--- src/rtl/cam_tcam_bank.sv ---
// ============================================================================
// Module      : cam_tcam_bank
// Description : Transposed-RAM CAM bank; keys split into chunks, one
//               per-entry bit row per (chunk index, chunk value).
// Revision    : 1.0 - initial release
// ============================================================================
`default_nettype none

module cam_tcam_bank #(
  parameter int KEY_WIDTH   = 16,
  parameter int CHUNK_WIDTH = 4,
  parameter int ENTRIES     = 8,
  parameter int ADDR_WIDTH  = $clog2(ENTRIES)
) (
  input  logic                  clk,
  input  logic                  rst_n,
  input  logic                  cmd_valid,
  output logic                  cmd_ready,
  input  logic [1:0]            cmd_op,
  input  logic [ADDR_WIDTH-1:0] cmd_addr,
  input  logic [KEY_WIDTH-1:0]  cmd_key,
  output logic                  rsp_valid,
  input  logic                  rsp_ready,
  output logic                  rsp_hit,
  output logic [ADDR_WIDTH-1:0] rsp_addr,
  output logic [ENTRIES-1:0]    rsp_match_vec,
  output logic [ENTRIES-1:0]    entry_valid
);

  localparam int c_chunks = KEY_WIDTH / CHUNK_WIDTH;
  localparam int c_rows   = c_chunks * (1 << CHUNK_WIDTH);
  localparam int c_idx_w  = (c_chunks > 1) ? $clog2(c_chunks) : 1;
  localparam int c_raw    = c_idx_w + CHUNK_WIDTH;
  localparam logic [c_raw-1:0]   c_last_row = c_raw'(c_rows - 1);
  localparam logic [c_idx_w-1:0] c_last_idx = c_idx_w'(c_chunks - 1);

  localparam logic [1:0] c_op_search = 2'b00;
  localparam logic [1:0] c_op_write  = 2'b01;
  localparam logic [1:0] c_op_erase  = 2'b10;

  typedef enum logic [2:0] {
    ST_INIT   = 3'd0,
    ST_IDLE   = 3'd1,
    ST_CLEAR  = 3'd2,
    ST_SET    = 3'd3,
    ST_SEARCH = 3'd4,
    ST_RESP   = 3'd5
  } state_t;

  state_t                  r_state;
  logic [c_raw-1:0]        r_row;
  logic [c_idx_w-1:0]      r_idx;
  logic [1:0]              r_op;
  logic [ADDR_WIDTH-1:0]   r_addr;
  logic [KEY_WIDTH-1:0]    r_key;
  logic                    r_took;
  logic [ENTRIES-1:0]      r_acc;
  logic                    r_cmd_ready;
  logic                    r_rsp_valid;
  logic                    r_rsp_hit;
  logic [ADDR_WIDTH-1:0]   r_rsp_addr;
  logic [ENTRIES-1:0]      r_rsp_match;
  logic [ENTRIES-1:0]      r_entry_valid;

  logic [ENTRIES-1:0]      r_mem [c_rows];
  logic [ENTRIES-1:0]      r_rd_data;
  logic [KEY_WIDTH-1:0]    r_shadow [ENTRIES];

  logic [CHUNK_WIDTH-1:0]  w_key_chunks [c_chunks];
  logic [CHUNK_WIDTH-1:0]  w_old_chunks [c_chunks];
  logic [KEY_WIDTH-1:0]    w_old_key;
  logic [c_raw-1:0]        w_rd_row;
  logic [c_raw-1:0]        w_wr_row;
  logic                    w_we;
  logic [ENTRIES-1:0]      w_wbe;
  logic [ENTRIES-1:0]      w_wdata;
  logic [ENTRIES-1:0]      w_onehot;
  logic [ENTRIES-1:0]      w_match;
  logic [ADDR_WIDTH-1:0]   w_lowest;
  logic                    w_set_done;

  assign w_old_key = r_shadow[r_addr];

  generate
    for (genvar g = 0; g < c_chunks; g++) begin : g_chunk
      assign w_key_chunks[g] = r_key[g*CHUNK_WIDTH +: CHUNK_WIDTH];
      assign w_old_chunks[g] = w_old_key[g*CHUNK_WIDTH +: CHUNK_WIDTH];
    end
  endgenerate

  assign w_onehot   = {{(ENTRIES-1){1'b0}}, 1'b1} << r_addr;
  assign w_rd_row   = {r_idx, w_key_chunks[r_idx]};
  assign w_match    = r_acc & r_rd_data;
  assign w_set_done = (r_state == ST_SET) && (r_idx == c_last_idx);

  always_comb begin
    w_we     = 1'b0;
    w_wr_row = '0;
    w_wbe    = '0;
    w_wdata  = '0;
    case (r_state)
      ST_INIT: begin
        w_we     = 1'b1;
        w_wr_row = r_row;
        w_wbe    = '1;
      end
      ST_CLEAR: begin
        w_we     = 1'b1;
        w_wr_row = {r_idx, w_old_chunks[r_idx]};
        w_wbe    = w_onehot;
      end
      ST_SET: begin
        w_we     = 1'b1;
        w_wr_row = {r_idx, w_key_chunks[r_idx]};
        w_wbe    = w_onehot;
        w_wdata  = '1;
      end
      default: ;
    endcase
  end

  always_comb begin
    w_lowest = '0;
    for (int i = ENTRIES - 1; i >= 0; i--) begin
      if (w_match[i]) w_lowest = ADDR_WIDTH'(i);
    end
  end

  // Bit-row RAM: synchronous read every cycle, per-bit write enable.
  always_ff @(posedge clk) begin
    r_rd_data <= r_mem[w_rd_row];
    for (int i = 0; i < ENTRIES; i++) begin
      if (w_we && w_wbe[i]) r_mem[w_wr_row][i] <= w_wdata[i];
    end
  end

  always_ff @(posedge clk) begin
    if (w_set_done) r_shadow[r_addr] <= r_key;
  end

  always_ff @(posedge clk or negedge rst_n) begin
    if (!rst_n) begin
      r_state       <= ST_INIT;
      r_row         <= '0;
      r_idx         <= '0;
      r_op          <= '0;
      r_addr        <= '0;
      r_key         <= '0;
      r_took        <= 1'b0;
      r_acc         <= '0;
      r_cmd_ready   <= 1'b0;
      r_rsp_valid   <= 1'b0;
      r_rsp_hit     <= 1'b0;
      r_rsp_addr    <= '0;
      r_rsp_match   <= '0;
      r_entry_valid <= '0;
    end else begin
      case (r_state)
        ST_INIT: begin
          r_row <= r_row + 1'b1;
          if (r_row == c_last_row) begin
            r_state     <= ST_IDLE;
            r_cmd_ready <= 1'b1;
          end
        end
        ST_IDLE: begin
          if (cmd_valid && r_cmd_ready) begin
            r_cmd_ready <= 1'b0;
            r_op        <= cmd_op;
            r_addr      <= cmd_addr;
            r_key       <= cmd_key;
            r_idx       <= '0;
            r_acc       <= r_entry_valid;
            r_took      <= 1'b0;
            case (cmd_op)
              c_op_search: r_state <= ST_SEARCH;
              c_op_write: begin
                r_took  <= 1'b1;
                r_state <= r_entry_valid[cmd_addr] ? ST_CLEAR : ST_SET;
              end
              c_op_erase: begin
                r_took  <= r_entry_valid[cmd_addr];
                r_state <= r_entry_valid[cmd_addr] ? ST_CLEAR : ST_RESP;
              end
              default: r_state <= ST_RESP;
            endcase
          end
        end
        ST_CLEAR: begin
          r_idx <= r_idx + 1'b1;
          if (r_idx == c_last_idx) begin
            r_idx <= '0;
            if (r_op == c_op_write) begin
              r_state <= ST_SET;
            end else begin
              r_entry_valid[r_addr] <= 1'b0;
              r_state               <= ST_RESP;
            end
          end
        end
        ST_SET: begin
          r_idx <= r_idx + 1'b1;
          if (r_idx == c_last_idx) begin
            r_idx                 <= '0;
            r_entry_valid[r_addr] <= 1'b1;
            r_state               <= ST_RESP;
          end
        end
        ST_SEARCH: begin
          // Read data lags the address by one cycle; the last row is folded in at RESP.
          r_idx <= r_idx + 1'b1;
          if (r_idx != '0) r_acc <= r_acc & r_rd_data;
          if (r_idx == c_last_idx) begin
            r_idx   <= '0;
            r_state <= ST_RESP;
          end
        end
        ST_RESP: begin
          if (!r_rsp_valid) begin
            r_rsp_valid <= 1'b1;
            if (r_op == c_op_search) begin
              r_rsp_match <= w_match;
              r_rsp_hit   <= |w_match;
              r_rsp_addr  <= w_lowest;
            end else begin
              r_rsp_match <= '0;
              r_rsp_hit   <= r_took;
              r_rsp_addr  <= r_addr;
            end
          end else if (rsp_ready) begin
            r_rsp_valid <= 1'b0;
            r_cmd_ready <= 1'b1;
            r_state     <= ST_IDLE;
          end
        end
        default: r_state <= ST_INIT;
      endcase
    end
  end

  assign cmd_ready     = r_cmd_ready;
  assign rsp_valid     = r_rsp_valid;
  assign rsp_hit       = r_rsp_hit;
  assign rsp_addr      = r_rsp_addr;
  assign rsp_match_vec = r_rsp_match;
  assign entry_valid   = r_entry_valid;

endmodule

`default_nettype wire

--- config.mk ---
export PLATFORM = sky130hd
export DESIGN_NAME = cam_tcam_bank
export DESIGN_NICKNAME = d
export VERILOG_FILES = /design/src/rtl/cam_tcam_bank.sv
export SDC_FILE = /design/constraint.sdc
export NUM_CORES = 1
export LEC_CHECK = 0
export BUFFER_PORTS_ARGS = -buffer_cell sky130_fd_sc_hd__buf_2
export CAP_MARGIN = 20
export CORE_ASPECT_RATIO = 1.4
export CORE_MARGIN = 2
export CORE_UTILIZATION = 55
export CTS_CLUSTER_DIAMETER = 120
export DETAILED_ROUTE_END_ITERATION = 8
export PLACE_DENSITY = 0.71
export SKIP_CTS_REPAIR_TIMING = 1
export SYNTH_ARGS = -nofsm -noshare
export SYNTH_HDL_FRONTEND = slang
export SYNTH_SLANG_ARGS = --single-unit
--- constraint.sdc ---
create_clock -name clk -period 14.7 [get_ports clk]
set_input_delay 2.205 -clock clk [delete_from_list [all_inputs] [get_ports clk]]
set_output_delay 2.205 -clock clk [all_outputs]
set_load 0.01 [all_outputs]
== Yosys cells after proc, flatten, opt, wreduce, memory -nomap -nowiden ==
Memory sizes are Yosys's and may differ from the RTL's. A register that Yosys moved wholly into a read port is not among the register bits.
Index checks and enable logic that the tools add are counted.

* Flip-flop bits (word level): 63
* Bits in writable memories: 640
* Bits of input ports: 25
* Output and inout port bits: 22
* Word-level logic and storage cells: 151
* Memories: 2

* Add/subtract/negate cells: 2
* $lt $le $gt $ge: 4
* Equal/unequal tests: 19
* Shift-type cells: 1
* Multiplexer cells: 72
* Bitwise logic cells: 6
* Reductions and logical operators: 31

{| class="wikitable"
|+ Memories
! name !! words !! bits a word !! read ports !! clocked after Yosys merged registers in !! write ports !! RTL line !! RTL
|-
| r_mem || 64 || 8 || 1 || 1 || 1 || 65 || <nowiki>logic [ENTRIES-1:0] r_mem [c_rows];</nowiki>
|-
| r_shadow || 8 || 16 || 1 || 0 || 1 || 67 || <nowiki>logic [KEY_WIDTH-1:0] r_shadow [ENTRIES];</nowiki>
|}

{| class="wikitable"
|+ Operators by type and width
! cell !! count
|-
| two-way mux 8 bit || 7
|-
| two-way mux 3 bit || 17
|-
| case mux 8 bit (2 select lines) || 3
|-
| two-way mux 1 bit || 29
|-
| case mux 6 bit (3 select lines) || 1
|-
| bitwise AND 8 bit || 2
|-
| binary-select mux 4 bit (select 2 bit) || 2
|-
| two-way mux 4 bit || 4
|-
| case mux 3 bit (5 select lines) || 1
|-
| != test 2 bit (second input constant) || 7
|-
| logical AND 1 bit || 11
|-
| case mux 3 bit (3 select lines) || 1
|-
| less-than comparator 3 x 4 -> 1 bit (second input constant) || 2
|-
| NOT 8 bit || 1
|-
| OR 8 bit || 1
|-
| nonzero test 2 bit || 4
|-
| OR reduction 8 bit || 1
|-
| left shift 1 x 3 -> 8 bit (first input constant) || 1
|-
| adder 6 x 1 -> 6 bit (second input constant) || 1
|-
| equality test 3 x 2 -> 1 bit (second input constant) || 2
|-
| equality test 3 bit (second input constant) || 2
|-
| equality test 6 bit (second input constant) || 1
|-
| AND reduction 2 bit || 3
|-
| AND reduction 6 bit || 1
|-
| 23 further kinds || 30
|}

== Logic depth before layout (Yosys ltp) ==
Gate-level depths: netlist of run 1.

* Depth after elaboration: 10
* Mapped depth: 12
* Mapped depth without buffers: 7

== Least setup slack after synthesis of run 1 ==
OpenSTA, ideal clock, no wires.

* Path type: register to register
* Start point: register r_state[1]
* End point: memory r_shadow[2][0], enable pin
* Setup time: 391 ps
* Data arrival time: 9611 ps
* Data required time: 14309 ps
* Slack: 4698 ps
* Stages on the path, launching flop included: 6
* Path buffers: 1
* Clock period less this slack: 10002 ps
* Cells stage by stage: dfrtp_1 clkbuf_1 nor2b_1 and2_1 nand3_1 nor2_1

* Cells in the longest elaborated chain, start to end: 4

{| class="wikitable"
|+ Ends and longest elaborated chain
! element !! RTL line !! RTL
|-
| start: declaration || 50 || <nowiki>state_t r_state;</nowiki>
|-
| start signal: assignment || 179 || <nowiki>r_state <= r_entry_valid[cmd_addr] ? ST_CLEAR : ST_SET;</nowiki>
|-
| start signal: assignment || 183 || <nowiki>r_state <= r_entry_valid[cmd_addr] ? ST_CLEAR : ST_RESP;</nowiki>
|-
| equality test 3 x 2 -> 1 bit || 94 || <nowiki>assign w_set_done = (r_state == ST_SET) && (r_idx == c_last_idx);</nowiki>
|-
| logical AND 1 bit || 94 ||
|-
| two-way mux 1 bit || 138 || <nowiki>if (w_set_done) r_shadow[r_addr] <= r_key;</nowiki>
|-
| two-way mux 1 bit (implied by the code) || 138 ||
|-
| end: declaration || 67 ||
|}

No other way between the ends.

== Worst setup path after layout of run 1 ==
* Start point: register r_idx[0]
* End point: memory r_mem[2][7], enable pin

* Cells in the longest elaborated chain, start to end: 5
* Elaborated cells on any way between the ends: 8
* Classes of those cells: mux (7); bitwise (1)

{| class="wikitable"
|+ Ends and longest elaborated chain
! element !! RTL line !! RTL
|-
| start: declaration || 52 || <nowiki>logic [c_idx_w-1:0] r_idx;</nowiki>
|-
| start signal: assignment || 190 || <nowiki>r_idx <= r_idx + 1'b1;</nowiki>
|-
| start signal: assignment || 202 || <nowiki>r_idx <= r_idx + 1'b1;</nowiki>
|-
| start signal: assignment || 211 || <nowiki>r_idx <= r_idx + 1'b1;</nowiki>
|-
| NOT 2 -> 3 bit (implied by the code) || 109, 114 ||
|-
| binary-select mux 4 bit (select 2 bit) (on tied branches) || 114, 109 ||
|-
| two-way mux 4 bit (on tied branches) (2 in a row) || 114, 109 ||
|-
| case mux 6 bit (3 select lines) (*) || 101 || <nowiki>case (r_state)</nowiki>
|-
| end: declaration || 65 ||
|}

Every way passes the cells marked *; elsewhere a longest branch is shown, timed or not. The select of a mux whose other input is x is not followed.

==> metrics.csv, run 1 <==
stage,metric,value,unit
synth,synthesized area per cell,15.06,µm²
flow_run,max cap viols,0,
power,VDD IR max,0.0001014,V
synth,Cells after Synth,2274,
sta,setup TNS,0,ns
route,final WL,83.33,mm
route,"antenna viol nets, final",0,
sta,"Slew Viols, Final",0,
worst_setup_path,CP startpoint kind,flop,
route,DRC viols,0,
floorplan,placeable core area,61750,µm²
outcome,status,"finished, final reports clean",
layout,# diodes,0,
layout,area growth from synthesis to layout,7.405,%
layout,register area,20960,µm²
placed_design,RePlAce Congestion,0.8435,
worst_setup_path,CP peak stage delay,0.95,ns
floorplan,Std-Cell Rows,108,
power,P_leak,0.009094,µW
sta,Worst Tran Pin Value,1.237,ns
synth,ranking of synthesized cells by area,"edfxtp_1 (56%), nor4_2 (10%), mux4_2 (6.0%), mux2i_1 (4.7%), dfrtp_1 (4.6%)",
worst_setup_path,CP required,15.02,ns
route,DR pass1 iterations,5,
worst_setup_path,"most used cell, CP",buf_4,
sta,setup repair after global routing missed its margin,no,
layout,footprint of the multi-input gates,11780,µm²
power,pwr dens,106.7,nW/µm²
synth,leading area contributor after synthesis,edfxtp_1,
sta,Final Critical Period,5.590,ns
cts,H-tree depth,3,
synth,Syn. warnings,0,
grt,overall global routing resource usage,0.2580,
sta,Final Setup Violations,0,
sta,Tcrit/Tclk final,0.3803,
hold_path,worst min path class,reg2reg,
grt,initial antenna violation count,1,
grt,largest net degree at the start of global routing,140,
synth,"EDFF count, synth",640,
synth,"FF+latch count, synth",711,
placed_design,# port buffers,46,
synth,register area share after synthesis,0.6118,
worst_setup_path,CP endpoint kind,flop,
layout,Fillers,4613,
cts,CTS tree,built,
layout,final net count,2206,
synth,Post-synth top cells,"edfxtp_1 (640), nor4_2 (275), mux2i_1 (162)",
floorplan,Ports,47,
grt,number of global-route vias before repair,21080,
grt,first-pass GRT wire length,127.5,mm
sta,Setup Skew,0.02630,ns
cts,CTS Sinks,711,
placed_design,hpwl dp,48.27,mm
floorplan,initial core utilization,0.5546,
worst_setup_path,type of the worst setup path,reg2reg,
grt,Congestion Overflow GR,0,
synth,ys flop type,edfxtp_1,
cts,Root Driver,clkbuf_16,
layout,layout cell share with drive strength beyond 1,0.2828,
worst_setup_path,worst path arrival time,5.91,ns
worst_setup_path,critical path cell sequence,clkinv_1 -> nand2_1 -> o221ai_1 -> a31oi_2 -> or2_4 -> buf_4 -> buf_4 -> nor4_1,
route,total vias in the final route,20840,
synth,top-area cell type share of the netlist area,0.5611,
sta,Highest Clock Rate,178.9,MHz
layout,final core utilization,0.5957,
route,routed vias/inst,6.836,
route,drt wl/cell,27.33,µm
floorplan,Die X,214.9,µm
synth,Netlist cell types,56,
route,drt first-iter violations,2504,
worst_setup_path,CP max FO,75,
sta,Fin. Hold Viols,0,
worst_setup_path,number of buffers and inverters on the critical path,3,
synth,Post-synth ARST share,0.08861,
cts,clock-pin slew on the worst setup and hold paths,0.06,ns
cts,Max Buffers Root-to-Sink,3,
power,Total Power,3923,µW
floorplan,die height,299.3,µm
floorplan,Die ar.,64310,µm²
cts,clock latency on the worst-skew pair,0.61,ns
cts,CTS Buf Count,68,
synth,Post-Syn Nets,2306,
sta,Worst slew margin,0.1725,
worst_setup_path,Worst path top cell family by delay,buffers and inverters,
synth,Mapped Area,34250,µm²
synth,most common cell in the netlist,edfxtp_1,
worst_setup_path,CP max stage cell,buf_4,
## worst register-to-register path, stage by stage (launching register included)
cell and delay, ns:
dfrtp_1 0.77, clkinv_1 0.52, nand2_1 0.52, o221ai_1 0.19
a31oi_2 0.45, or2_4 0.71, buf_4 0.85, buf_4 1.05
nor4_1 0.25
## power by group
part           internal [µW]  switching (µW)  total (µW)
clock                    997             746        1740
combinational           3.46            5.97        9.44
sequential              2170               0        2170
total                   3170             752        3920
## stage by stage
stage	cells	hold slack (ns)	worst slack (ns)	area, µm²
6_report	3049	0.4822	9.110	36790
4_1_cts	3042	0.4862	9.223	36630
5_1_grt	3049	0.5095	8.888	36790
3_5_place_dp	2922	0.4721	9.227	34450
2_1_floorplan	2274	0.4553	4.698	34250
3_3_place_gp	2921	0.4625	9.407	34440
## metal layers
metal	up-vias	global-route usage	part of all wire
met1	10730	0.3282	0.38
met2	919	0.4440	0.51
met4	0	0.1176	0.042
li1	9010	-	-
met3	183	0.03288	0.066
met5	-	0	0
## registers in the layout, summed over array words and instances, names as in the netlist, named ones only
register,cells
rsp_match_vec,8
r_acc,8
r_rd_data,8
rsp_hit,1
r_idx,2
r_op,2
r_state,3
r_took,1
rsp_addr,3
r_shadow,128
cmd_ready,1
r_key,16
r_row,6
r_mem,512
r_addr,3
rsp_valid,1
## placed cells by master (no fill, tap or decap), types with 61 or more instances in the layout
| cell type | instances |
|---|---|
| mux4_2 | 89 |
| dfrtp_1 | 61 |
| mux2i_1 | 162 |
| nand2_1 | 90 |
| nor3_1 | 97 |
| nor4_1 | 141 |
| nor4_2 | 275 |
| clkbuf_16 | 71 |
| a22oi_1 | 73 |
| edfxtp_1 | 640 |
## final timing paths
path / start / end / slack, ns / cells past startpoint
max in group asynchronous: rst_n / r_addr[1]$_DFFE_PN0P_ / 12.28 / 2
max reg2reg: r_idx[0]$_DFFE_PN0P_ / r_mem[2][7]$_DFFE_PP_ / 9.11 / 8
min reg2reg: rsp_match_vec[0]$_DFFE_PN0P_ / rsp_match_vec[0]$_DFFE_PN0P_ / 0.48 / 2
min in group asynchronous: rst_n / r_key[13]$_DFFE_PN0P_ / 1.79 / 2
max: r_idx[0]$_DFFE_PN0P_ / r_mem[2][7]$_DFFE_PP_ / 9.11 / 8
min: rsp_match_vec[0]$_DFFE_PN0P_ / rsp_match_vec[0]$_DFFE_PN0P_ / 0.48 / 2
## area by class of cell
type,instances,area share
Timing Repair Buffer,109,0.02194
Tap cell,825,0.02806
Multi-Input combinational cell,1276,0.3201
Clock buffer,86,0.05129
Sequential cell,711,0.5697
Inverter,8,0.0008163
Clock inverter,34,0.008061
## cells by family after synthesis
logic type / synth area share
adder cells (fa/ha/maj): 0.002557
flip-flops: 0.6118
AO/OA/AOI/OAI: 0.05155
multiplexers: 0.1161
buffers and inverters: 0.04661
XOR/XNOR: 0.001279
AND/OR/NAND/NOR: 0.1701
Power figures use the tool's default switching activity.
==> inputs of run 2 (changes only) <==
Settings changed: PLACE_DENSITY 0.71 to 0.74.
Clock period 14.7 ns to 4.5 ns, I/O delays scaled along.
==> run 2 against run 1 <==
Effect of this change: first-iteration DRC count is 2.8% higher; sequential power increased to 3.3 times the previous value; die area is the same; clock skew shrank 0.0069 ns; global-route usage about the same; sequential share of layout area shrank 1.0 points; utilization is 1.1 points higher; critical endpoint is now r_mem[29][3]$_DFFE_PP_; clock power grew to 3.2 times the previous value; critical path depth shrank 1; via count rose by 0.34%; design area rose by 1.8%.
==> metrics.csv, run 2 (synthesis results as in run 1) <==
stage,metric,value,unit
outcome,status,"finished, final reports clean",
route,routed vias/inst,6.705,
sta,final hold slack,0.3109,ns
worst_setup_path,CP required,4.77,ns
sta,Fin. Hold Viols,0,
worst_setup_path,CP peak stage delay,0.97,ns
cts,clock-pin slew on the worst setup and hold paths,0.07,ns
power,P_leak,0.009463,µW
placed_design,post-place setup slack,0.6607,ns
grt,largest net degree at the start of global routing,306,
floorplan,placeable core area,61750,µm²
sta,Highest Clock Rate,252.3,MHz
worst_setup_path,CP startpoint kind,flop,
floorplan,die height,299.3,µm
cts,Max Buffers Root-to-Sink,3,
layout,max FFs per register,512,
worst_setup_path,type of the worst setup path,reg2reg,
power,part of the power in the clock network,0.437,
sta,Worst Tran Pin Value,1.471,ns
layout,Fillers,4475,
grt,overall global routing resource usage,0.2585,
cts,CTS Buf Count,67,
layout,"commonest non-fill, non-tap cells in the layout","edfxtp_1 (640), nor4_2 (275), mux2i_1 (162)",
layout,final net count,2277,
worst_setup_path,worst path arrival time,4.23,ns
route,DRC viols,0,
route,"antenna viol nets, final",0,
worst_setup_path,Worst path top cell family by delay,multiplexers,
cts,H-tree depth,3,
layout,design area,37450,µm²
worst_setup_path,critical path cell sequence,mux4_4 -> a22oi_1 -> nor2_1 -> a31oi_2 -> nand2b_4 -> buf_12 -> nor4_1,
cts,clock latency on the worst-skew pair,0.60,ns
grt,first-pass GRT wire length,127.5,mm
worst_setup_path,CP endpoint kind,flop,
layout,Top Registers,"r_mem x512, r_shadow x128, r_key x16",
grt,number of global-route vias before repair,21170,
floorplan,Ports,47,
route,DR pass1 iterations,5,
hold_path,worst min path class,in2reg,
worst_setup_path,CP max stage cell,mux4_4,
worst_setup_path,CP max FO,128,
layout,layout cell share with drive strength beyond 1,0.3003,
route,drt first-iter violations,2573,
floorplan,initial core utilization,0.5546,
flow_run,max cap viols,0,
cts,CTS tree,built,
grt,Congestion Overflow GR,0,
route,total vias in the final route,20910,
power,NetSw,2408,µW
placed_design,placed inst area,35320,µm²
placed_design,hpwl dp,48.57,mm
sta,Final Critical Period,3.963,ns
cts,Root Driver,clkbuf_16,
sta,Final WS setup,0.5366,ns
sta,setup TNS,0,ns
power,P_int,10250,µW
floorplan,Die ar.,64310,µm²
power,Sw Share,0.1903,
placed_design,# port buffers,46,
placed_design,RePlAce Congestion,0.8531,
layout,area growth from synthesis to layout,9.337,%
sta,"Slew Viols, Final",0,
power,combinational share of power,0.002,
sta,Worst slew margin,0.01934,
route,final WL,83.17,mm
layout,# diodes,0,
power,Reg power frac,0.560,
power,pwr dens,337.9,nW/µm²
power,VDD IR max,0.0003107,V
sta,Tcrit/Tclk final,0.8807,
worst_setup_path,number of buffers and inverters on the critical path,1,
sta,Setup Skew,0.01939,ns
route,drt wl/cell,26.66,µm
sta,Final Setup Violations,0,
layout,final core utilization,0.6064,
grt,initial antenna violation count,2,
floorplan,Std-Cell Rows,108,
sta,setup repair after global routing missed its margin,no,
layout,"commonest non-fill, non-tap cell in the layout",edfxtp_1,
layout,Reg with most FFs,r_mem,
floorplan,Die X,214.9,µm
cts,CTS Sinks,711,
==> run 2: worst register-to-register path, delay by kind of cell (launching register included) <==
| family | cells | cell delay (ns) |
|---|---|---|
| simple gates | 3 | 0.99 |
| mux | 1 | 0.98 |
| flops | 1 | 0.73 |
| compound gates | 2 | 0.69 |
| buf+inv | 1 | 0.25 |
==> run 2: metrics by stage <==
stage,total power [µW],std cells
floorplan,7236,2274
global placement,7262,2999
detailed placement,7263,2999
CTS,12720,3117
global route,12970,3119
finish,12650,3119
==> run 2: worst paths after layout <==
kind | startpoint | end | slack, ns | cells after the start
max | r_idx[0]$_DFFE_PN0P_ | r_mem[29][3]$_DFFE_PP_ | 0.54 | 7
min reg2reg | rsp_hit$_DFFE_PN0P_ | rsp_hit$_DFFE_PN0P_ | 0.47 | 2
min in group asynchronous | rst_n | r_key[6]$_DFFE_PN0P_ | 0.43 | 2
max reg2reg | r_idx[0]$_DFFE_PN0P_ | r_mem[29][3]$_DFFE_PP_ | 0.54 | 7
min | cmd_key[11] | r_key[11]$_DFFE_PN0P_ | 0.31 | 2
max in group asynchronous | rst_n | r_addr[1]$_DFFE_PN0P_ | 3.01 | 3
==> run 2: power groups by stage <==
stage                     sequential, µW  clock (µW)  combinational [µW]
after floorplan                     7230           0                5.10
after global placement              7230           0                30.4
after detailed placement            7230           0                31.6
after CTS                           7090        5600                31.9
after global routing                7090        5840                36.4
final                               7090        5530                31.6
==> run 2: area by class of cell <==
class	count	area (µm²)	area share
clock buffers	94	1914	0.05112
repair buffers	181	1546	0.04130
inverters	8	30.03	0.0008019
clock inverters	24	193.9	0.005179
flip-flops and latches	711	20960	0.5596
well taps	825	1032	0.02756
multi-input cells	1276	11770	0.3144
==> run 2: layer usage <==
layer	track usage	vias to the layer above	wire length, µm	share of wire
li1	-	9157	-	-
met1	0.3169	10720	30780	0.37
met2	0.4525	851	43460	0.52
met3	0.03562	186	5220	0.063
met4	0.1250	2	3695	0.044
met5	0	-	13	0.00016
